===== config.mk =====
export PLATFORM = sky130hd
export DESIGN_NAME = rx_uart
export DESIGN_NICKNAME = d
export VERILOG_FILES = /design/src/rtl/rx_uart.sv
export SDC_FILE = /design/constraint.sdc
export NUM_CORES = 1
export LEC_CHECK = 0
export ABC_AREA = 1
export ABC_CLOCK_PERIOD_IN_PS = 4000
export CAP_MARGIN = 10
export CORE_MARGIN = 2
export CORE_UTILIZATION = 30
export CTS_BUF_LIST = sky130_fd_sc_hd__clkbuf_4 sky130_fd_sc_hd__clkbuf_8
export DETAILED_ROUTE_END_ITERATION = 7
export PLACE_DENSITY_LB_ADDON = 0.1
export SYNTH_ARGS = -nofsm -noshare
export SYNTH_HDL_FRONTEND = slang
export SYNTH_SLANG_ARGS = --single-unit

===== constraint.sdc =====
create_clock -name i_clk -period 4 [get_ports i_clk]
set_input_delay 1 -clock i_clk [delete_from_list [all_inputs] [get_ports i_clk]]
set_output_delay 1 -clock i_clk [all_outputs]
set_load 0.02 [all_outputs]

===== src/rtl/rx_uart.sv =====
// 8N1 UART receiver with 16x oversampling, centre sampling and break handling.
// Received words are qualified by a one-cycle o_rx_done strobe.
module rx_uart #(
  parameter int unsigned NB_BITS    = 8,
  parameter int unsigned OVERSAMPLE = 16,
  parameter int unsigned SB_TICK    = 16
) (
  input  logic               i_clk,
  input  logic               i_rst,
  input  logic               i_rate,
  input  logic               i_rx,
  output logic [NB_BITS-1:0] o_data,
  output logic               o_rx_done,
  output logic               o_frame_err
);

  localparam int unsigned TickMax = (OVERSAMPLE > SB_TICK) ? OVERSAMPLE : SB_TICK;
  localparam int unsigned TW      = (TickMax > 1) ? $clog2(TickMax) : 1;
  localparam int unsigned BW      = (NB_BITS > 1) ? $clog2(NB_BITS) : 1;

  localparam logic [TW-1:0] HalfLast = TW'(OVERSAMPLE / 2 - 1);
  localparam logic [TW-1:0] BitLast  = TW'(OVERSAMPLE - 1);
  localparam logic [TW-1:0] StopLast = TW'(SB_TICK - 1);
  localparam logic [BW-1:0] WordLast = BW'(NB_BITS - 1);

  localparam logic [2:0] StIdle  = 3'd0;
  localparam logic [2:0] StStart = 3'd1;
  localparam logic [2:0] StData  = 3'd2;
  localparam logic [2:0] StStop  = 3'd3;
  localparam logic [2:0] StBreak = 3'd4;

  logic               rx_meta, rx_s;
  logic [2:0]         state_q, state_d;
  logic [TW-1:0]      tick_q, tick_d;
  logic [BW-1:0]      bit_q, bit_d;
  logic [NB_BITS-1:0] shift_q, shift_d;
  logic [NB_BITS-1:0] data_q, data_d;
  logic               done_q, done_d;
  logic               err_q, err_d;

  // Synchronizer resets to the idle line level so reset never looks like a start bit.
  always_ff @(posedge i_clk) begin
    if (i_rst) begin
      rx_meta <= 1'b1;
      rx_s    <= 1'b1;
    end else begin
      rx_meta <= i_rx;
      rx_s    <= rx_meta;
    end
  end

  always_comb begin
    state_d = state_q;
    tick_d  = tick_q;
    bit_d   = bit_q;
    shift_d = shift_q;
    data_d  = data_q;
    done_d  = 1'b0;
    err_d   = 1'b0;
    case (state_q)
      StIdle: begin
        if (!rx_s) begin
          state_d = StStart;
          tick_d  = '0;
        end
      end
      StStart: begin
        if (i_rate) begin
          if (tick_q == HalfLast) begin
            if (!rx_s) begin
              state_d = StData;
              tick_d  = '0;
              bit_d   = '0;
            end else begin
              state_d = StIdle;
            end
          end else begin
            tick_d = tick_q + 1'b1;
          end
        end
      end
      StData: begin
        if (i_rate) begin
          if (tick_q == BitLast) begin
            shift_d = {rx_s, shift_q[NB_BITS-1:1]};
            tick_d  = '0;
            if (bit_q == WordLast) begin
              state_d = StStop;
            end else begin
              bit_d = bit_q + 1'b1;
            end
          end else begin
            tick_d = tick_q + 1'b1;
          end
        end
      end
      StStop: begin
        if (i_rate) begin
          if (tick_q == StopLast) begin
            if (rx_s) begin
              data_d  = shift_q;
              done_d  = 1'b1;
              state_d = StIdle;
            end else begin
              err_d   = 1'b1;
              state_d = StBreak;
            end
          end else begin
            tick_d = tick_q + 1'b1;
          end
        end
      end
      StBreak: begin
        // Wait for the line to recover so a held-low line reports only once.
        if (rx_s) state_d = StIdle;
      end
      default: state_d = StIdle;
    endcase
  end

  always_ff @(posedge i_clk) begin
    if (i_rst) begin
      state_q <= StIdle;
      tick_q  <= '0;
      bit_q   <= '0;
      shift_q <= '0;
      data_q  <= '0;
      done_q  <= 1'b0;
      err_q   <= 1'b0;
    end else begin
      state_q <= state_d;
      tick_q  <= tick_d;
      bit_q   <= bit_d;
      shift_q <= shift_d;
      data_q  <= data_d;
      done_q  <= done_d;
      err_q   <= err_d;
    end
  end

  assign o_data      = data_q;
  assign o_rx_done   = done_q;
  assign o_frame_err = err_q;

endmodule


==> flow_summary.ini <==
[outcome]
status = finished clean

[timing]
fin_worst_hold_slack_ns = 0.4135
unrepaired_setup_endpoints_after_global_routing = no
hold_vio_cnt_final = 0
slew_violations = 0
final.period_utilization_pct = 55.84
worst_slew_margin_rel_pct = 55.40
finalSetupTns_ns = 0
post-route-min-period_ns = 2.234
final-setup-viol-count = 0
finalWorstSetupSlack_ns = 1.766
fin_skew_ns = 0.004305
pin_slew_with_the_least_headroom_to_its_limit_ns = 0.6683
max_freq_mhz = 447.7

[clocking]
cts_max_level = 2
maximum_number_of_buffers_from_clock_root_to_sink = 2
clkTransAtPathRegs_ns = 0.07
cts_hold_buffers = 0
post_cts_buffers = 0
post_cts.resized_instances = 0
clock_insertion_delay_worst_skew_ns = 0.28
cts_tree = yes
cts_inserted_buffers = 5
cts_sinks = 30
clock-root-buffer = sky130_fd_sc_hd__clkbuf_8

[setup_path]
timing.setup.critical_path_class = reg2out
critPathTopFamily = buffers and inverters
rr_startpoint = tick_q[0]$_SDFFE_PP0P_
critical_path_buf_inv_count = 1
worstRegToRegCells = 8
critical_path_arrival_ns = 1.23
path_cells = clkdlybuf4s50_1
worst-r2r-setup-slack_ns = 2.40
cp-end-kind = output pin
cp-start-kind = flip-flop
crit_fanout = 2
r2r-end = shift_q[3]$_SDFFE_PP0P_
timing.critical_path.slowest_stage_cell = sky130_fd_sc_hd__clkdlybuf4s50_1
worst_ep_required_time_ns = 3.00
critical_path.max_stage_delay_ns = 0.61

[min_path]
timing.hold.worst.start = rx_meta$_SDFF_PP1_
hold_path.class = reg2reg
worstHoldPathCells = 1
holdPathEnd = rx_s$_SDFF_PP1_

[job]
cap_viol_max_count = 0

[detailed_routing]
detail_route.wirelength_um = 2977
post_drt_wl_per_cell_um = 10.99
avgViaCountPerCell = 4.550
drc = 0
drt_pass1_iterations = 4
drt_iter0_drc = 76
drt.antenna.violating_nets = 0
routed-via-count = 1233

[cells_and_area]
final_util_pct = 37.95
final_net_count = 225
filler_cell_count = 474
final-seq-area_um2 = 600.6
multi_input_comb_area_um2 = 688.2
synthToLayoutAreaGrowth_pct = 19.08
post_route_cells_drive_above_1_share_pct = 10.96
instances_no_fill = 271
final_area_mm2 = 0.001687
antenna-diode-count = 0

[global_routing]
vias_in_the_first_global_route = 1167
grt_max_degree = 26
groute.usage.overall_pct = 12.53
grt_pass1_wl_um = 5112
overflow_after_grt = 0
grt_antenna_before_repair = 0

[logic_synthesis]
yosys.cell_count.top_type = sky130_fd_sc_hd__nor2_1
count_of_distinct_cell_types_in_the_synthesized_netlist = 23
synth_area_leader_cell = sky130_fd_sc_hd__dfxtp_1
post_synth.cell_area_avg_um2 = 7.047
net_count_synth = 208
synth_edf_count = 0
synth-seq-area-share_pct = 42.40
synth_warnings = 0
cell_area_synth_mm2 = 0.001416
top_post_synthesis_cells_by_count = sky130_fd_sc_hd__nor2_1, sky130_fd_sc_hd__nand2_1, sky130_fd_sc_hd__dfxtp_1
synth_ff_type = sky130_fd_sc_hd__dfxtp_1
post_synth_inst_count = 201
yosysTopAreaCellShare_pct = 42.40
dominant_cells_by_area_after_synthesis = sky130_fd_sc_hd__dfxtp_1, sky130_fd_sc_hd__nor2_1, sky130_fd_sc_hd__nand2_1
ys_ff_latch = 30
async_reset_ff_share_pct = 0

[placement]
dp_worst_setup_slack_ns = 1.502
dp.cells = 263
post_dp_cell_area_mm2 = 0.001592
gp_congestion = 0.8229
placement.io_buffers = 13
dp.final_hpwl_um = 2178

[floorplanning]
die_height_um = 72.71
row_count = 24
die-area_mm2 = 0.005287
floorplan.core_area_mm2 = 0.004444
floorplan.initialDensity_pct = 31.87
dieWidth_um = 72.71
io_pins = 14

[power_and_ir_drop]
power.switching_fraction_pct = 39.72
finalPower_mw = 0.9906
cellPowerDensity_mw_per_mm2 = 587.3
comb_power_share_pct = 36.2
power_report.internal_total_mw = 0.5971
clock_power_share_pct = 25.6
p_leak_nw = 0.7290
seq_power_share_pct = 38.2
power_switching_mw = 0.3935
ir_worst_vdd_mv = 0.2756
==> flip-flops by register name, summed over array words and instances (netlist names) <==
register / count
bit_q: 3
o_data: 8
o_frame_err: 1
o_rx_done: 1
rx_meta: 1
rx_s: 1
shift_q: 8
state_q: 3
tick_q: 4
==> power groups by stage <==
| stage | Clock [mW] | Combinational [mW] | Sequential, mW |
|---|---|---|---|
| 2_1_floorplan | 0 | 0.318 | 0.367 |
| 3_3_place_gp | 0 | 0.362 | 0.385 |
| 3_5_place_dp | 0 | 0.360 | 0.385 |
| 4_1_cts | 0.261 | 0.361 | 0.379 |
| 5_1_grt | 0.272 | 0.420 | 0.385 |
| 6_report | 0.254 | 0.358 | 0.379 |
==> per-layer routing <==
metal  global-route usage (%)  vias to the layer above  routed length (um)
met1                    16.28                      537                1474
met4                    5.556                        0                  45
met2                    19.39                       20                1342
met5                        0                        -                   0
met3                    3.453                        5                 114
li1                         -                      671                   -
==> cells in the final DEF, fill, tap and decap left out, types with 3 or more instances in the layout <==
| cell | synthesis | layout |
|---|---|---|
| sky130_fd_sc_hd__a21oi_1 | 14 | 14 |
| sky130_fd_sc_hd__clkbuf_8 | 0 | 6 |
| sky130_fd_sc_hd__clkdlybuf4s50_1 | 0 | 13 |
| sky130_fd_sc_hd__dfxtp_1 | 30 | 30 |
| sky130_fd_sc_hd__ha_1 | 3 | 3 |
| sky130_fd_sc_hd__inv_1 | 24 | 24 |
| sky130_fd_sc_hd__inv_2 | 3 | 3 |
| sky130_fd_sc_hd__nand2_1 | 36 | 36 |
| sky130_fd_sc_hd__nand3_1 | 13 | 13 |
| sky130_fd_sc_hd__nor2_1 | 39 | 39 |
| sky130_fd_sc_hd__nor2_2 | 4 | 4 |
| sky130_fd_sc_hd__o21ai_0 | 19 | 19 |
==> logic make-up (layout without fill, tap and decap cells) <==
logic type | after synthesis | count (layout) | share of synthesized area [%]
compound gates | 34 | 34 | 12.19
fa+ha+maj | 3 | 3 | 2.650
xor+xnor | 1 | 1 | 0.6185
simple gates | 102 | 102 | 33.13
flops | 30 | 30 | 42.40
buf+inv | 31 | 49 | 9.010
==> final cells by class <==
class / instances / area share (%)
Multi-Input combinational cell: 140 / 40.80
Timing Repair Buffer: 13 / 7.715
Sequential cell: 30 / 35.61
Clock inverter: 2 / 0.7418
Clock buffer: 6 / 4.896
Tap cell: 52 / 3.858
Inverter: 28 / 6.380
==> how the worst max path moves through the flow <==
stage / cells after the start / startpoint / slack [ns] / endpoint
after floorplan: 7 / i_rate / 2.29 / shift_q[0]$_SDFFE_PP0P_
after global placement: 8 / i_rate / 1.54 / shift_q[1]$_SDFFE_PP0P_
after detailed placement: 6 / i_rate / 1.50 / o_data[1]$_SDFFE_PP0P_
after CTS: 1 / o_data[5]$_SDFFE_PP0P_ / 1.75 / o_data[5]
after global routing: 4 / i_rst / 1.65 / o_data[5]$_SDFFE_PP0P_
final: 1 / o_data[5]$_SDFFE_PP0P_ / 1.77 / o_data[5]
Power figures use the tool's default switching activity.
